--- config.mk ---
export PLATFORM = sky130hd
export DESIGN_NAME = brew_sequencer
export DESIGN_NICKNAME = d
export VERILOG_FILES = /design/src/rtl/brew_sequencer.sv
export SDC_FILE = /design/constraint.sdc
export NUM_CORES = 1
export LEC_CHECK = 0
export ABC_AREA = 1
export BUFFER_PORTS_ARGS = -buffer_cell sky130_fd_sc_hd__buf_2
export CAP_MARGIN = 20
export CELL_PAD_IN_SITES_DETAIL_PLACEMENT = 0
export CELL_PAD_IN_SITES_GLOBAL_PLACEMENT = 2
export CORE_MARGIN = 8
export CORE_UTILIZATION = 33
export DETAILED_ROUTE_END_ITERATION = 8
export PLACE_DENSITY = 0.82
export SKIP_CTS_REPAIR_TIMING = 1
export SLEW_MARGIN = 0
export SYNTH_ARGS = -nofsm -noshare
export SYNTH_HDL_FRONTEND = slang
export SYNTH_SLANG_ARGS = --single-unit
--- constraint.sdc ---
create_clock -name CLK -period 2.65 [get_ports CLK]
set_clock_uncertainty 0.05 [all_clocks]
set_input_delay 0.1325 -clock CLK [delete_from_list [all_inputs] [get_ports CLK]]
set_output_delay 0.1325 -clock CLK [all_outputs]
set_load 0.1 [all_outputs]
--- src/rtl/brew_sequencer.sv ---
// Brew controller: qualifies water/capsule/cup sensors, then sequences heater and pump for a small or large dose.
// All outputs are registered Moore decodes of the next state; reset drops heater and pump asynchronously.
module brew_sequencer #(
   parameter int unsigned SENSOR_TIMEOUT = 16,
   parameter int unsigned HEAT_TIMEOUT   = 32,
   parameter int unsigned PUMP_SMALL     = 4,
   parameter int unsigned PUMP_LARGE     = 8
) (
   input  logic       CLK,
   input  logic       RST_N,
   input  logic       BTN_SMALL,
   input  logic       BTN_LARGE,
   input  logic       SN,
   input  logic       SP,
   input  logic       SR,
   input  logic       TEMP_OK,
   input  logic       ACK,
   output logic       HEATER,
   output logic       PUMP,
   output logic       BUSY,
   output logic       DONE,
   output logic       FAULT,
   output logic [2:0] ERR_CODE,
   output logic [2:0] STATE
);

   typedef enum logic [2:0] {
      S_IDLE  = 3'b000,
      S_CHECK = 3'b001,
      S_HEAT  = 3'b010,
      S_BREW  = 3'b011,
      S_DONE  = 3'b100,
      S_FAULT = 3'b101
   } state_t;

   localparam logic [2:0] E_NONE   = 3'b000;
   localparam logic [2:0] E_WATER  = 3'b001;
   localparam logic [2:0] E_CAPS   = 3'b010;
   localparam logic [2:0] E_CUP    = 3'b011;
   localparam logic [2:0] E_SENSTO = 3'b100;
   localparam logic [2:0] E_HEATTO = 3'b101;

   localparam logic [7:0] SENS_LAST  = 8'(SENSOR_TIMEOUT - 1);
   localparam logic [7:0] HEAT_LAST  = 8'(HEAT_TIMEOUT - 1);
   localparam logic [7:0] SMALL_LAST = 8'(PUMP_SMALL - 1);
   localparam logic [7:0] LARGE_LAST = 8'(PUMP_LARGE - 1);

   state_t     state_q, state_d;
   logic [7:0] cnt_q;
   logic       large_q, large_d;
   logic [2:0] err_q, err_d;
   logic       heater_q, pump_q, busy_q, done_q, fault_q;
   logic [7:0] pump_last;

   assign pump_last = large_q ? LARGE_LAST : SMALL_LAST;

   always_comb begin
      state_d = state_q;
      large_d = large_q;
      err_d   = err_q;
      case (state_q)
         S_IDLE: begin
            err_d = E_NONE;
            if (BTN_SMALL || BTN_LARGE) begin
               large_d = BTN_LARGE;
               state_d = S_CHECK;
            end
         end
         S_CHECK: begin
            if (SN || SP || SR) begin
               if (cnt_q == SENS_LAST) begin
                  state_d = S_FAULT;
                  err_d   = E_SENSTO;
               end else if (SN) begin
                  err_d = E_WATER;
               end else if (SP) begin
                  err_d = E_CAPS;
               end else begin
                  err_d = E_CUP;
               end
            end else begin
               state_d = S_HEAT;
               err_d   = E_NONE;
            end
         end
         S_HEAT: begin
            if (TEMP_OK) begin
               state_d = S_BREW;
            end else if (cnt_q == HEAT_LAST) begin
               state_d = S_FAULT;
               err_d   = E_HEATTO;
            end
         end
         S_BREW: begin
            // Capsule is already consumed here, so only water and cup can abort.
            if (SN) begin
               state_d = S_FAULT;
               err_d   = E_WATER;
            end else if (SR) begin
               state_d = S_FAULT;
               err_d   = E_CUP;
            end else if (cnt_q == pump_last) begin
               state_d = S_DONE;
            end
         end
         S_DONE: begin
            state_d = S_IDLE;
            err_d   = E_NONE;
         end
         S_FAULT: begin
            if (ACK) begin
               state_d = S_IDLE;
               err_d   = E_NONE;
            end
         end
         default: begin
            state_d = S_IDLE;
            err_d   = E_NONE;
         end
      endcase
   end

   always_ff @(posedge CLK or negedge RST_N) begin
      if (!RST_N) begin
         state_q  <= S_IDLE;
         cnt_q    <= 8'd0;
         large_q  <= 1'b0;
         err_q    <= E_NONE;
         heater_q <= 1'b0;
         pump_q   <= 1'b0;
         busy_q   <= 1'b0;
         done_q   <= 1'b0;
         fault_q  <= 1'b0;
      end else begin
         state_q  <= state_d;
         cnt_q    <= (state_d != state_q) ? 8'd0 : cnt_q + 8'd1;
         large_q  <= large_d;
         err_q    <= err_d;
         heater_q <= (state_d == S_HEAT) || (state_d == S_BREW);
         pump_q   <= (state_d == S_BREW);
         busy_q   <= (state_d != S_IDLE);
         done_q   <= (state_d == S_DONE);
         fault_q  <= (state_d == S_FAULT);
      end
   end

   assign HEATER   = heater_q;
   assign PUMP     = pump_q;
   assign BUSY     = busy_q;
   assign DONE     = done_q;
   assign FAULT    = fault_q;
   assign ERR_CODE = err_q;
   assign STATE    = state_q;

endmodule

# After elaboration in Yosys (flattened, before gate mapping)
# Cells that the tools add are included.
classes:
  addsub: 1
  n_eq_ne: 16
  muxes: 22
  n_reduce_logical: 8
op_table:
  columns: ["operator", "count"]
  rows:
  - ["3-bit two-way mux", 17]
  - ["3-bit one-hot mux with 5 select lines", 1]
  - ["3-bit by 2-bit == test with 1-bit output (second input constant)", 4]
  - ["3-bit one-hot mux with 4 select lines", 1]
  - ["3-bit == test (second input constant)", 3]
  - ["8-bit by 1-bit adder with 8-bit output (second input constant)", 1]
  - ["8-bit by 3-bit == test with 1-bit output", 1]
  - ["8-bit by 4-bit == test with 1-bit output (second input constant)", 1]
  - ["8-bit by 5-bit == test with 1-bit output (second input constant)", 1]
  - ["8-bit two-way mux", 1]
  - ["2-bit inequality test (second input constant)", 3]
  - ["1-bit logical OR", 4]
  - ["4-bit AND reduction", 1]
  - ["3-bit by 1-bit == test with 1-bit output (second input constant)", 1]
  - ["3-bit zero test", 1]
  - ["3-bit inequality test", 1]
  - ["3-bit inequality test (second input constant)", 1]
  - ["3-bit nonzero test", 1]
  - ["2-bit two-way mux", 1]
  - ["2-bit AND reduction", 1]
  - ["1-bit two-way mux", 1]
word_totals:
  regBits: 20
  in_bits: 9
  out_inout_bits: 11
  wordCells: 56

# Logic depth before layout (Yosys ltp)
# Gate-level depths: netlist of the first run.
depth:
  depth_word: 8
  mapped_depth: 12
  depth_no_buf: 12

# Worst setup path after synthesis of the first run
# OpenSTA, ideal clock, no wires.
synth_path:
  kind: "register to register"
  from: "reg state_q[0] (netlist: STATE[0])"
  to: "reg cnt_q[4]"
  setup_ps: 121
  arrival_time_ps: 1975
  required_ps: 2479
  path_slack_ps: 504
  path_stages_with_launch: 10
  path_cell_list: "dfrtp_1 -> inv_1 -> nand3_1 -> nand2_1 -> nor2_2 -> nand3_2 -> nand2_1 -> nand2_2 -> nand2_4 -> nor2_1"
synth_via:
  elab_chain_cells: 6
  word_cells_on_any_way: 17
synth_lines:
  columns: ["element", "line_no", "source"]
  rows:
  - ["from (decl)", "48", "state_t state_q, state_d;"]
  - ["from (signal assigned)", "135", "state_q <= state_d;"]
  - ["3-bit two-way mux", "102", "end else if (cnt_q == pump_last) begin"]
  - ["3-bit two-way mux", "99", "end else if (SR) begin"]
  - ["3-bit two-way mux", "96", "if (SN) begin"]
  - ["3-bit one-hot mux with 5 select lines (*)", "61", "case (state_q)"]
  - ["net state_d[0]", "48", null]
  - ["3-bit inequality test (*)", "136", "cnt_q <= (state_d != state_q) ? 8'd0 : cnt_q + 8'd1;"]
  - ["8-bit two-way mux (*)", "136", null]
  - ["to (signal assigned)", "136", null]
  - ["to (decl)", "49", "logic [7:0] cnt_q;"]
# Mark *: on every way through the listed nets, which the timed path passes. The rest lies on a longest branch.
# A chain may end at the register's enable or synchronous reset.

# Worst setup path after layout of the first run
layout_path:
  from: "reg cnt_q[0]"
  to: "reg pump_q (netlist: PUMP)"
layout_via:
  elab_chain_cells: 6
  word_cells_on_any_way: 12
layout_lines:
  columns: ["element", "line_no", "source"]
  rows:
  - ["8-bit by 3-bit == test with 1-bit output", "102", null]
  - ["3-bit two-way mux", "102", null]
  - ["3-bit two-way mux", "99", null]
  - ["3-bit two-way mux", "96", null]
  - ["3-bit one-hot mux with 5 select lines (*)", "61", null]
  - ["net state_d[1]", "48", null]
  - ["3-bit by 2-bit == test with 1-bit output (*)", "140", "pump_q <= (state_d == S_BREW);"]
  - ["to (signal assigned)", "140", null]
  - ["to (decl)", "52", "logic heater_q, pump_q, busy_q, done_q, fault_q;"]
# Marks and branches as above.

==> tab_implementation.tex, run 1 <==
\begin{tabular}{lr}
\hline
Metric & Value \\
\hline
\multicolumn{2}{l}{\textbf{Logic synthesis}} \\
Avg Inst Size Synth & 7.748 um2 \\
FF+latch count, synth & 20 \\
Syn Nets & 145 \\
Number of distinct library cells after synthesis & 20 \\
Count of mapped cells out of synthesis & 135 \\
Sequential cell area fraction in the yosys report & 47.85\% \\
Warnings, synthesis & 0 \\
Synthesized area & between 1000 and 1500 um2 \\
\multicolumn{2}{l}{\textbf{Die}} \\
Initial standard-cell utilization of the core & 34.55\% \\
Horizontal die dimension & 72.30 um \\
Row count & 20 \\
Overall die height & 72.30 um \\
Area of the core & slightly above 3000 um2 \\
Die area & 5227 um2 \\
Number of top-level design ports & 20 \\
\multicolumn{2}{l}{\textbf{Critical path}} \\
Largest fanout on the critical path & 5 \\
CP startpoint kind & flip-flop \\
Setup crit end kind & flip-flop \\
Worst-case reg-to-reg path depth & 10 \\
End of the worst register-to-register path & PUMP \\
R2R Path Start & cnt\_q[0] \\
Worst reg-to-reg setup slack & roughly 900 ps \\
Data required time at the worst endpoint & 2810 ps \\
Data arrival time of the critical path & 1900 ps \\
Worst Path Class, Setup & reg2reg \\
\multicolumn{2}{l}{\textbf{Worst hold path}} \\
End point of the worst hold path & ERR\_CODE[1] \\
Hold\_sp & SN \\
Worst hold path class & in2reg \\
Count of cells along the worst hold path & 2 \\
\multicolumn{2}{l}{\textbf{Timing}} \\
Number of setup violations in the final report & 0 \\
Clock period minus final worst setup slack & 1737 ps \\
Max\_slew headroom & 67.38\% \\
Final Slew Violations & 0 \\
Setup\_tns & 0 ps \\
Fmax & 0.5757 GHz \\
Setup repair after global routing missed its margin & no \\
Period Utilization, post-route & 65.55\% \\
Hold Violations, Final & 0 \\
Final hold slack & 11.52 ps \\
Transition time at the pin with the least slew margin & around 490 ps \\
\multicolumn{2}{l}{\textbf{Clock tree}} \\
Buffer cell driving the clock tree root & sky130\_fd\_sc\_hd\_\_clkbuf\_4 \\
Number of buffers on the longest clock path & 2 \\
Clock network latency to the later pin of the worst-skew pair & 300 ps \\
Number of levels the H-tree was split into & 1 \\
Sinks on Clock Net & 20 \\
CTS tree & yes \\
Clock buffer count from CTS & 3 \\
Clk pin slew, worst setup/hold paths & 120 ps \\
\multicolumn{2}{l}{\textbf{Final layout}} \\
Final instance area & 1242 um2 \\
Signed area change from the synthesized netlist to the final layout & 18.78\% \\
Highest-count cells in the layout ignoring fill and taps & sky130\_fd\_sc\_hd\_\_nand2\_1, sky130\_fd\_sc\_hd\_\_inv\_1, sky130\_fd\_sc\_hd\_\_nor2\_1, sky130\_fd\_sc\_hd\_\_dfrtp\_1, sky130\_fd\_sc\_hd\_\_buf\_2 \\
Number of inserted diodes & 0 \\
Total number of nets in the final design & 170 \\
Fraction of final layout cells with drive strength greater than 1 & 20.75\% \\
Leading cell type in the layout, fill and taps excluded & sky130\_fd\_sc\_hd\_\_nand2\_1 \\
Post-route core utilization & 41.03\% \\
Fillers & 316 \\
Cell Count, Final, Fillers Out & around 200 \\
\multicolumn{2}{l}{\textbf{Global routing}} \\
Antenna violations before repair & 0 \\
Pin count of the biggest net entering global routing & 21 \\
Vias in the first global route & 923 \\
Total congestion overflow & 0 \\
Total GRT Usage & about a tenth \\
Global-route wire length before repair & 4112 um \\
\multicolumn{2}{l}{\textbf{Pwr}} \\
Switching power & $\sim$910 uW \\
Total power per unit cell area & 1254 nW/um2 \\
Leakage power & approximately 0.7 nW \\
Sw frac & 58.41\% \\
IR Drop Worst-Case VDD & 0.0005744 V \\
Clock network power share & between 10\% and 20\% \\
Design internal power & 648.3 uW \\
Part of the power in registers & $\sim$28\% \\
Logic pwr share & 60.0\% \\
\multicolumn{2}{l}{\textbf{Placed design}} \\
IO buf count & 19 \\
Final weighted congestion of routability-driven global placement & approximately 0.86 \\
HPWL after detailed placement & 1901 um \\
Cell area after placement & between 1000 and 1500 um2 \\
Cell Count Post-Placement & 198 \\
\multicolumn{2}{l}{\textbf{Detailed routing}} \\
Mean number of vias per cell & approximately 4.4 \\
Number of DRC violations after detailed routing & 0 \\
Routed vias & about 900 \\
Drt first-iter violations & 46 \\
Antenna-violating nets left & 0 \\
Aggregate routed wire length & 2378 um \\
Per-cell routed wire length & 11.71 um \\
1st-pass router iterations & 4 \\
\multicolumn{2}{l}{\textbf{Run status}} \\
Result of the run & complete, no violations \\
\multicolumn{2}{l}{\textbf{Run}} \\
Number of maximum-capacitance constraint violations & 0 \\
\hline
\end{tabular}
## synthesized netlist by cell type (all sizes together)
| master | number | area [um2] |
|---|---|---|
| xor2 | 4 | 35.03 |
| o31ai | 1 | 7.510 |
| nand2 | 35 | 143.9 |
| nand3 | 11 | 60.06 |
| nor3 | 3 | 15.01 |
| dfrtp | 20 | 500.5 |
| nand4 | 2 | 12.51 |
| and3 | 1 | 6.260 |
| a21oi | 4 | 23.77 |
| nor2 | 26 | 120.1 |
| o21ai | 4 | 20.02 |
| inv | 22 | 82.58 |
| ha | 1 | 12.51 |
| a31oi | 1 | 6.260 |
## per-stage QoR
stage	worst slack, ps	total power, mW
after CTS	905.3	1.571
after global routing	690.5	1.660
after global placement	935.6	1.387
after detailed placement	925.2	1.390
final	913.0	1.559
after floorplan	504.0	1.214
## metal layers
layer | up-vias | global-route usage [%] | wire length [um]
li1 | 468 | - | -
met1 | 404 | 12.44 | 1119
met2 | 27 | 15.35 | 1068
met3 | 4 | 3.168 | 161
met4 | 0 | 4.308 | 28
met5 | - | 0 | 0
## worst max-delay path: stages, from the launching register on
cell	delay (ps)
sky130_fd_sc_hd__dfrtp_1	390
sky130_fd_sc_hd__ha_1	200
sky130_fd_sc_hd__nand2_2	90
sky130_fd_sc_hd__nor2_1	210
sky130_fd_sc_hd__nand2_1	130
sky130_fd_sc_hd__nand2_1	130
sky130_fd_sc_hd__nand3_1	110
sky130_fd_sc_hd__nor2_2	170
sky130_fd_sc_hd__inv_1	70
sky130_fd_sc_hd__nand2_1	60
sky130_fd_sc_hd__inv_1	30
## sequential cells by signal (all words and copies together) (netlist names)
| signal | count |
|---|---|
| BUSY | 1 |
| large_q | 1 |
| cnt_q | 8 |
| PUMP | 1 |
| HEATER | 1 |
| FAULT | 1 |
| ERR_CODE | 3 |
| DONE | 1 |
| STATE | 3 |
## power by group through the flow
stage / clock [mW] / sequential, mW / combinational, mW
detailed placement: 0 / 0.448 / 0.942
global placement: 0 / 0.445 / 0.942
floorplan: 0 / 0.874 / 0.340
finish: 0.181 / 0.442 / 0.935
CTS: 0.188 / 0.442 / 0.942
global route: 0.198 / 0.453 / 1.01
## logic make-up (layout without fill, tap and decap cells)
group,Yosys count,in the layout,share of synthesized area (%)
xor+xnor,4,4,3.349
buf+inv,22,46,7.895
simple gates,78,78,34.21
fa+ha+maj,1,1,1.196
flops,20,20,47.85
compound gates,10,10,5.503
## worst max-delay path by stage
stage / start / endpoint / slack [ps] / cells past startpoint
global placement: cnt_q[0] / PUMP / 940 / 10
finish: cnt_q[0] / PUMP / 910 / 10
floorplan: STATE[0] / cnt_q[4] / 500 / 9
detailed placement: cnt_q[0] / PUMP / 930 / 10
global route: cnt_q[0] / PUMP / 690 / 10
CTS: cnt_q[0] / PUMP / 910 / 10
## layout make-up
type	count	area, um2	share of cell area [%]
sequential	20	500.5	40.28
multi-input combinational	93	462.9	37.26
timing repair buffer	20	105.1	8.459
inverter	22	82.58	6.647
tap	44	55.05	4.431
clock buffer	4	36.28	2.920
No activity file was read; power rests on OpenSTA's default activity.
==> run 2: changes to the inputs <==
--- a/config.mk
+++ b/config.mk
@@ -11,9 +11,9 @@
 export CELL_PAD_IN_SITES_DETAIL_PLACEMENT = 0
 export CELL_PAD_IN_SITES_GLOBAL_PLACEMENT = 2
 export CORE_MARGIN = 8
-export CORE_UTILIZATION = 33
+export CORE_UTILIZATION = 27
 export DETAILED_ROUTE_END_ITERATION = 8
-export PLACE_DENSITY = 0.82
+export PLACE_DENSITY = 0.72
 export SKIP_CTS_REPAIR_TIMING = 1
 export SLEW_MARGIN = 0
 export SYNTH_ARGS = -nofsm -noshare
==> constraint.sdc (replaced) <==
create_clock -name CLK -period 1.4 [get_ports CLK]
set_clock_uncertainty 0.05 [all_clocks]
set_input_delay 0.07 -clock CLK [delete_from_list [all_inputs] [get_ports CLK]]
set_output_delay 0.07 -clock CLK [all_outputs]
set_load 0.1 [all_outputs]
==> tab_implementation.tex, run 2 (synthesis results as in run 1) <==
\begin{tabular}{lr}
\hline
Metric & Value \\
\hline
\multicolumn{2}{l}{\textbf{Final layout}} \\
Total number of nets in the final design & 194 (+14\%) \\
Leading cell type in the layout, fill and taps excluded & sky130\_fd\_sc\_hd\_\_nand2\_1 \\
Fraction of final layout cells with drive strength greater than 1 & 42.08\% (+21 points) \\
Fillers & 403 (+28\%) \\
Largest register by flop count & cnt\_q \\
Signed area change from the synthesized netlist to the final layout & 47.73\% \\
Highest-count cells in the layout ignoring fill and taps & sky130\_fd\_sc\_hd\_\_nand2\_1, sky130\_fd\_sc\_hd\_\_buf\_4, sky130\_fd\_sc\_hd\_\_buf\_2, sky130\_fd\_sc\_hd\_\_dfrtp\_1, sky130\_fd\_sc\_hd\_\_inv\_1 \\
Post-route core utilization & 41.89\% (+0.86 points) \\
Number of inserted diodes & 0 (unchanged) \\
Final instance area & 1545 um2 (+24\%) \\
Cell Count, Final, Fillers Out & 231 (+14\%) \\
Flip-flop count of the largest register after layout & 8 (unchanged) \\
\multicolumn{2}{l}{\textbf{Detailed routing}} \\
Antenna-violating nets left & 0 (unchanged) \\
Per-cell routed wire length & 11.36 um (-3.0\%) \\
Mean number of vias per cell & 4.182 (-6.0\%) \\
Drt first-iter violations & 26 (-43\%) \\
Aggregate routed wire length & 2624 um (+10\%) \\
1st-pass router iterations & 4 (unchanged) \\
Number of DRC violations after detailed routing & 0 (unchanged) \\
Routed vias & 966 (+7.0\%) \\
\multicolumn{2}{l}{\textbf{Timing}} \\
Period Utilization, post-route & 114.9\% (+49 points) \\
Final hold slack & 50.32 ps (+38.79 ps) \\
Number of setup violations in the final report & 19 (+19) \\
Final Slew Violations & 0 (unchanged) \\
Hold Violations, Final & 0 (unchanged) \\
Setup repair after global routing missed its margin & yes \\
Transition time at the pin with the least slew margin & 490.7 ps (-2.063 ps) \\
Setup\_tns & -2371 ps (-2371 ps) \\
Max\_slew headroom & 67.51\% (+0.14 points) \\
Min setup slack post-route & -208.0 ps (-1121 ps) \\
Clock period minus final worst setup slack & 1608 ps (-129.0 ps) \\
Fmax & 0.6219 GHz (+8.0\%) \\
\multicolumn{2}{l}{\textbf{Placed design}} \\
HPWL after detailed placement & 2014 um (+5.9\%) \\
IO buf count & 19 (unchanged) \\
Final weighted congestion of routability-driven global placement & 0.7744 (-9.9\%) \\
Cell Count Post-Placement & 222 (+12\%) \\
Cell area after placement & 1385 um2 (+16\%) \\
\multicolumn{2}{l}{\textbf{Critical path}} \\
Data arrival time of the critical path & 1760 ps (-140 ps) \\
Worst Path Class, Setup & reg2reg \\
Setup crit end kind & flip-flop \\
End of the worst register-to-register path & cnt\_q[7] \\
Largest fanout on the critical path & 8 (+3) \\
Worst reg-to-reg setup slack & -210 ps (-1120 ps) \\
Critical path destination & cnt\_q[7] \\
Worst setup startpoint & cnt\_q[1] \\
CP startpoint kind & flip-flop \\
Worst-case reg-to-reg path depth & 10 (unchanged) \\
Data required time at the worst endpoint & 1560 ps (-1250 ps) \\
R2R Path Start & cnt\_q[1] \\
\multicolumn{2}{l}{\textbf{Die}} \\
Initial standard-cell utilization of the core & 28.36\% (-6.2 points) \\
Row count & 22 (+10\%) \\
Die area & 6122 um2 (+17\%) \\
Number of top-level design ports & 20 (unchanged) \\
Overall die height & 78.24 um (+8.2\%) \\
Horizontal die dimension & 78.24 um (+8.2\%) \\
Area of the core & 3689 um2 (+22\%) \\
\multicolumn{2}{l}{\textbf{Pwr}} \\
Design internal power & 1.711 mW (+160\%) \\
Leakage power & 0.8293 nW (+22\%) \\
Clock network power share & 16.6\% (+5.0 points) \\
Total power per unit cell area & 2308 nW/um2 (+84\%) \\
Sw frac & 52.04\% (-6.4 points) \\
Part of the power in registers & 24.4\% (-4.0 points) \\
Switching power & 1.856 mW (+100\%) \\
Logic pwr share & 59.0\% (-1.0 points) \\
IR Drop Worst-Case VDD & 0.001409 V (+150\%) \\
\multicolumn{2}{l}{\textbf{Run}} \\
Number of maximum-capacitance constraint violations & 0 (unchanged) \\
\multicolumn{2}{l}{\textbf{Global routing}} \\
Total congestion overflow & 0 (unchanged) \\
Pin count of the biggest net entering global routing & 21 (unchanged) \\
Vias in the first global route & 1,000 (+8.3\%) \\
Antenna violations before repair & 0 (unchanged) \\
Total GRT Usage & 9.231\% (-0.75 points) \\
Global-route wire length before repair & 4491 um (+9.2\%) \\
\multicolumn{2}{l}{\textbf{Clock tree}} \\
Clock buffer count from CTS & 3 (unchanged) \\
Number of buffers on the longest clock path & 2 (unchanged) \\
Sinks on Clock Net & 20 (unchanged) \\
Number of levels the H-tree was split into & 1 (unchanged) \\
Buffer cell driving the clock tree root & sky130\_fd\_sc\_hd\_\_clkbuf\_8 \\
Clk pin slew, worst setup/hold paths & 80 ps (-40 ps) \\
Clock network latency to the later pin of the worst-skew pair & 260 ps (-40 ps) \\
CTS tree & yes \\
\multicolumn{2}{l}{\textbf{Run status}} \\
Violated checks & setup timing \\
Result of the run & complete, but fails checks \\
\multicolumn{2}{l}{\textbf{Worst hold path}} \\
Hold\_sp & BTN\_LARGE \\
Worst hold path class & in2reg \\
\hline
\end{tabular}
[run 2: layer usage]
metal	share of wire, %	track usage [%]	wire [um]	vias to the layer above
met1	49	11.35	1285	429
met4	2.3	5.556	61	0
met3	3.6	2.278	94	4
met5	0	0	0	-
met2	45	14.25	1183	18
li1	-	-	-	515
[run 2: power groups by stage]
stage	logic [mW]	clock network, mW	registers, mW
floorplan	0.654	0	1.69
global placement	2.00	0	0.883
detailed placement	2.00	0	0.879
CTS	2.00	0.611	0.875
global route	2.25	0.633	0.893
finish	2.10	0.591	0.871
[run 2: critical path, cell delays in order (launching register included)]
cell,delay [ps]
sky130_fd_sc_hd__dfrtp_1,390
sky130_fd_sc_hd__ha_2,200
sky130_fd_sc_hd__nand2_2,100
sky130_fd_sc_hd__nor2_2,50
sky130_fd_sc_hd__nand2_1,90
sky130_fd_sc_hd__nand2_1,70
sky130_fd_sc_hd__a21oi_2,200
sky130_fd_sc_hd__nand3_2,100
sky130_fd_sc_hd__nand2_2,100
sky130_fd_sc_hd__nand2_4,100
sky130_fd_sc_hd__nor2_2,110
[run 2: cell type report]
type | instances | area (um2) | area share, %
tap | 48 | 60.06 | 3.887
sequential | 20 | 511.7 | 33.12
multi-input combinational | 93 | 514.2 | 33.28
clock inverter | 1 | 30.03 | 1.943
clock buffer | 3 | 41.29 | 2.672
timing repair buffer | 44 | 302.8 | 19.60
inverter | 22 | 85.08 | 5.506
[run 2: worst min path at each step]
stage	cells past startpoint	end
2_1_floorplan	0	BUSY
3_3_place_gp	1	cnt_q[6]
3_5_place_dp	1	cnt_q[7]
4_1_cts	1	cnt_q[7]
5_1_grt	3	large_q
6_report	3	large_q
[run 2: stage by stage]
step | worst slack, ps | power, mW
6_report | -208.0 | 3.566
5_1_grt | -317.5 | 3.779
4_1_cts | -260.4 | 3.487
3_5_place_dp | -235.8 | 2.875
3_3_place_gp | -214.6 | 2.881
2_1_floorplan | -186.4 | 2.347
==> run 3: changes to the inputs <==
--- a/config.mk
+++ b/config.mk
@@ -13,7 +13,7 @@
 export CORE_MARGIN = 8
 export CORE_UTILIZATION = 27
 export DETAILED_ROUTE_END_ITERATION = 8
-export PLACE_DENSITY = 0.72
+export PLACE_DENSITY_LB_ADDON = 0.1
 export SKIP_CTS_REPAIR_TIMING = 1
 export SLEW_MARGIN = 0
 export SYNTH_ARGS = -nofsm -noshare
==> tab_implementation.tex, run 3 (synthesis results as in run 1) <==
\begin{tabular}{lr}
\hline
Metric & Value \\
\hline
\multicolumn{2}{l}{\textbf{Final layout}} \\
Number of inserted diodes & 0 (unchanged) \\
Fraction of final layout cells with drive strength greater than 1 & 52.63\% (+11 points) \\
Flip-flop count of the largest register after layout & 8 (unchanged) \\
Signed area change from the synthesized netlist to the final layout & 60.53\% \\
Highest-count cells in the layout ignoring fill and taps & sky130\_fd\_sc\_hd\_\_buf\_4, sky130\_fd\_sc\_hd\_\_nand2\_1, sky130\_fd\_sc\_hd\_\_buf\_2, sky130\_fd\_sc\_hd\_\_dfrtp\_1, sky130\_fd\_sc\_hd\_\_inv\_1 \\
Total number of nets in the final design & 201 (+3.6\%) \\
Cell Count, Final, Fillers Out & 238 (+3.0\%) \\
Fillers & 387 (-4.0\%) \\
Leading cell type in the layout, fill and taps excluded & sky130\_fd\_sc\_hd\_\_buf\_4 \\
Largest register by flop count & cnt\_q \\
Final instance area & 1679 um2 (+8.7\%) \\
Post-route core utilization & 45.52\% (+3.6 points) \\
\multicolumn{2}{l}{\textbf{Critical path}} \\
Cells along the critical path & ha\_4 -> inv\_2 -> nor2\_1 -> nand2\_1 -> nor2\_2 -> nand2\_1 -> nand2\_1 -> nand2\_2 -> nand3\_1 -> nand2\_2 -> nand2\_4 -> nor2\_1 \\
Most frequent CP cell & sky130\_fd\_sc\_hd\_\_nand2\_1 \\
Worst Path Class, Setup & reg2reg \\
Data arrival time of the critical path & 1660 ps (-100 ps) \\
Longest individual stage delay on the worst path & 390 ps (about the same) \\
Setup crit end kind & flip-flop \\
Data required time at the worst endpoint & 1500 ps (-60 ps) \\
Critical path's top delay family & simple AND/OR/NAND/NOR gates \\
Largest fanout on the critical path & 8 (unchanged) \\
CP startpoint kind & flip-flop \\
CP max stage cell & sky130\_fd\_sc\_hd\_\_dfrtp\_1 \\
WP buf/inv & 1 (+1) \\
\multicolumn{2}{l}{\textbf{Placed design}} \\
HPWL after detailed placement & 2146 um (+6.6\%) \\
Cell Count Post-Placement & 226 (+1.8\%) \\
Place WS & -280.0 ps (-44.20 ps) \\
IO buf count & 19 (unchanged) \\
Cell area after placement & 1415 um2 (+2.2\%) \\
Final weighted congestion of routability-driven global placement & 0.8107 (+4.7\%) \\
\multicolumn{2}{l}{\textbf{Timing}} \\
Clock period minus final worst setup slack & 1562 ps (-46.05 ps) \\
Max\_slew headroom & 66.94\% (-0.57 points) \\
Period Utilization, post-route & 111.6\% (-3.3 points) \\
Setup repair after global routing missed its margin & yes \\
Hold Violations, Final & 0 (unchanged) \\
Number of setup violations in the final report & 18 (-1) \\
Transition time at the pin with the least slew margin & 499.3 ps (+8.628 ps) \\
Final hold slack & 35.09 ps (-15.23 ps) \\
Min setup slack post-route & -161.9 ps (+46.05 ps) \\
Fmax & 0.6402 GHz (+2.9\%) \\
Final Slew Violations & 0 (unchanged) \\
\multicolumn{2}{l}{\textbf{Clock tree}} \\
Number of levels the H-tree was split into & 1 (unchanged) \\
Sinks on Clock Net & 20 (unchanged) \\
Number of buffers on the longest clock path & 2 (unchanged) \\
Clk pin slew, worst setup/hold paths & 80 ps (about the same) \\
Clock network latency to the later pin of the worst-skew pair & 260 ps (about the same) \\
Buffer cell driving the clock tree root & sky130\_fd\_sc\_hd\_\_clkbuf\_8 \\
Clock buffer count from CTS & 3 (unchanged) \\
CTS tree & yes \\
\multicolumn{2}{l}{\textbf{Detailed routing}} \\
Number of DRC violations after detailed routing & 0 (unchanged) \\
Drt first-iter violations & 42 (+62\%) \\
Routed vias & 1,008 (+4.3\%) \\
Aggregate routed wire length & 2837 um (+8.1\%) \\
1st-pass router iterations & 4 (unchanged) \\
Mean number of vias per cell & 4.235 (+1.3\%) \\
Per-cell routed wire length & 11.92 um (+4.9\%) \\
Antenna-violating nets left & 0 (unchanged) \\
\multicolumn{2}{l}{\textbf{Die}} \\
Row count & 22 (unchanged) \\
Horizontal die dimension & 78.24 um (unchanged) \\
Overall die height & 78.24 um (unchanged) \\
Die area & 6122 um2 (unchanged) \\
Area of the core & 3689 um2 (unchanged) \\
Initial standard-cell utilization of the core & 28.36\% (unchanged) \\
Number of top-level design ports & 20 (unchanged) \\
\multicolumn{2}{l}{\textbf{Global routing}} \\
Antenna violations before repair & 0 (unchanged) \\
Vias in the first global route & 1,046 (+4.6\%) \\
Global-route wire length before repair & 4657 um (+3.7\%) \\
Pin count of the biggest net entering global routing & 21 (unchanged) \\
Total GRT Usage & 9.246\% (+0.015 points) \\
Total congestion overflow & 0 (unchanged) \\
\multicolumn{2}{l}{\textbf{Pwr}} \\
IR Drop Worst-Case VDD & 0.001123 V (-20\%) \\
Leakage power & 0.8665 nW (+4.5\%) \\
Total power per unit cell area & 2146 nW/um2 (-7.0\%) \\
\multicolumn{2}{l}{\textbf{Run}} \\
Number of maximum-capacitance constraint violations & 0 (unchanged) \\
\multicolumn{2}{l}{\textbf{Run status}} \\
Result of the run & complete, but fails checks \\
Violated checks & setup timing \\
\multicolumn{2}{l}{\textbf{Worst hold path}} \\
Worst hold path class & in2reg \\
\hline
\end{tabular}
## run 3: changes by cell type in the layout (fill, tap and decap cells not counted), sizes merged
cell	change
buf	+7
clkbuf	+1
bufinv	-1
## run 3: final timing paths
path                       cells past startpoint   startpoint  slack (ps)          end
setup / recovery                              12     cnt_q[0]        -160     cnt_q[7]
hold / removal                                 3    BTN_LARGE          40      large_q
setup reg to reg                              12     cnt_q[0]        -160     cnt_q[7]
hold reg to reg                                2  ERR_CODE[2]         440  ERR_CODE[2]
max in group asynchronous                      2        RST_N         710     STATE[1]
min in group asynchronous                      2        RST_N         240        FAULT
## run 3: layout make-up
class	instances	area, um2	area share, %
flip-flops and latches	20	511.7	30.48
clock buffers	4	45.04	2.683
repair buffers	51	370.4	22.06
multi-input cells	93	604.3	35.99
inverters	22	87.58	5.216
well taps	48	60.06	3.577
## run 3: layer usage
layer,up-vias,track usage [%],share of wire [%]
li1,527,-,-
met1,460,11.52,47
met2,16,14.58,46
met3,5,3.303,5.9
met4,0,2.778,1.2
met5,-,0,0
## run 3: worst register-to-register path, cell delays in order (launching register included)
cell	delay (ps)
sky130_fd_sc_hd__dfrtp_1	390
sky130_fd_sc_hd__ha_4	170
sky130_fd_sc_hd__inv_2	40
sky130_fd_sc_hd__nor2_1	70
sky130_fd_sc_hd__nand2_1	60
sky130_fd_sc_hd__nor2_2	90
sky130_fd_sc_hd__nand2_1	90
sky130_fd_sc_hd__nand2_1	80
sky130_fd_sc_hd__nand2_2	60
sky130_fd_sc_hd__nand3_1	100
sky130_fd_sc_hd__nand2_2	70
sky130_fd_sc_hd__nand2_4	120
sky130_fd_sc_hd__nor2_1	50
## run 3: power breakdown
part / internal (mW) / leakage (nW) / switching [mW]
Combinational: 0.690 / 0.583 / 1.62
Sequential: 0.758 / 0.260 / 0.128
Clock: 0.203 / 0.0228 / 0.204
## run 3: stage by stage
step | total power, mW | setup TNS (ps)
floorplan | 2.347 | -2053
global placement | 2.928 | -3637
global route | 3.832 | -4378
detailed placement | 2.927 | -3610
finish | 3.604 | -2218
CTS | 3.340 | -3902
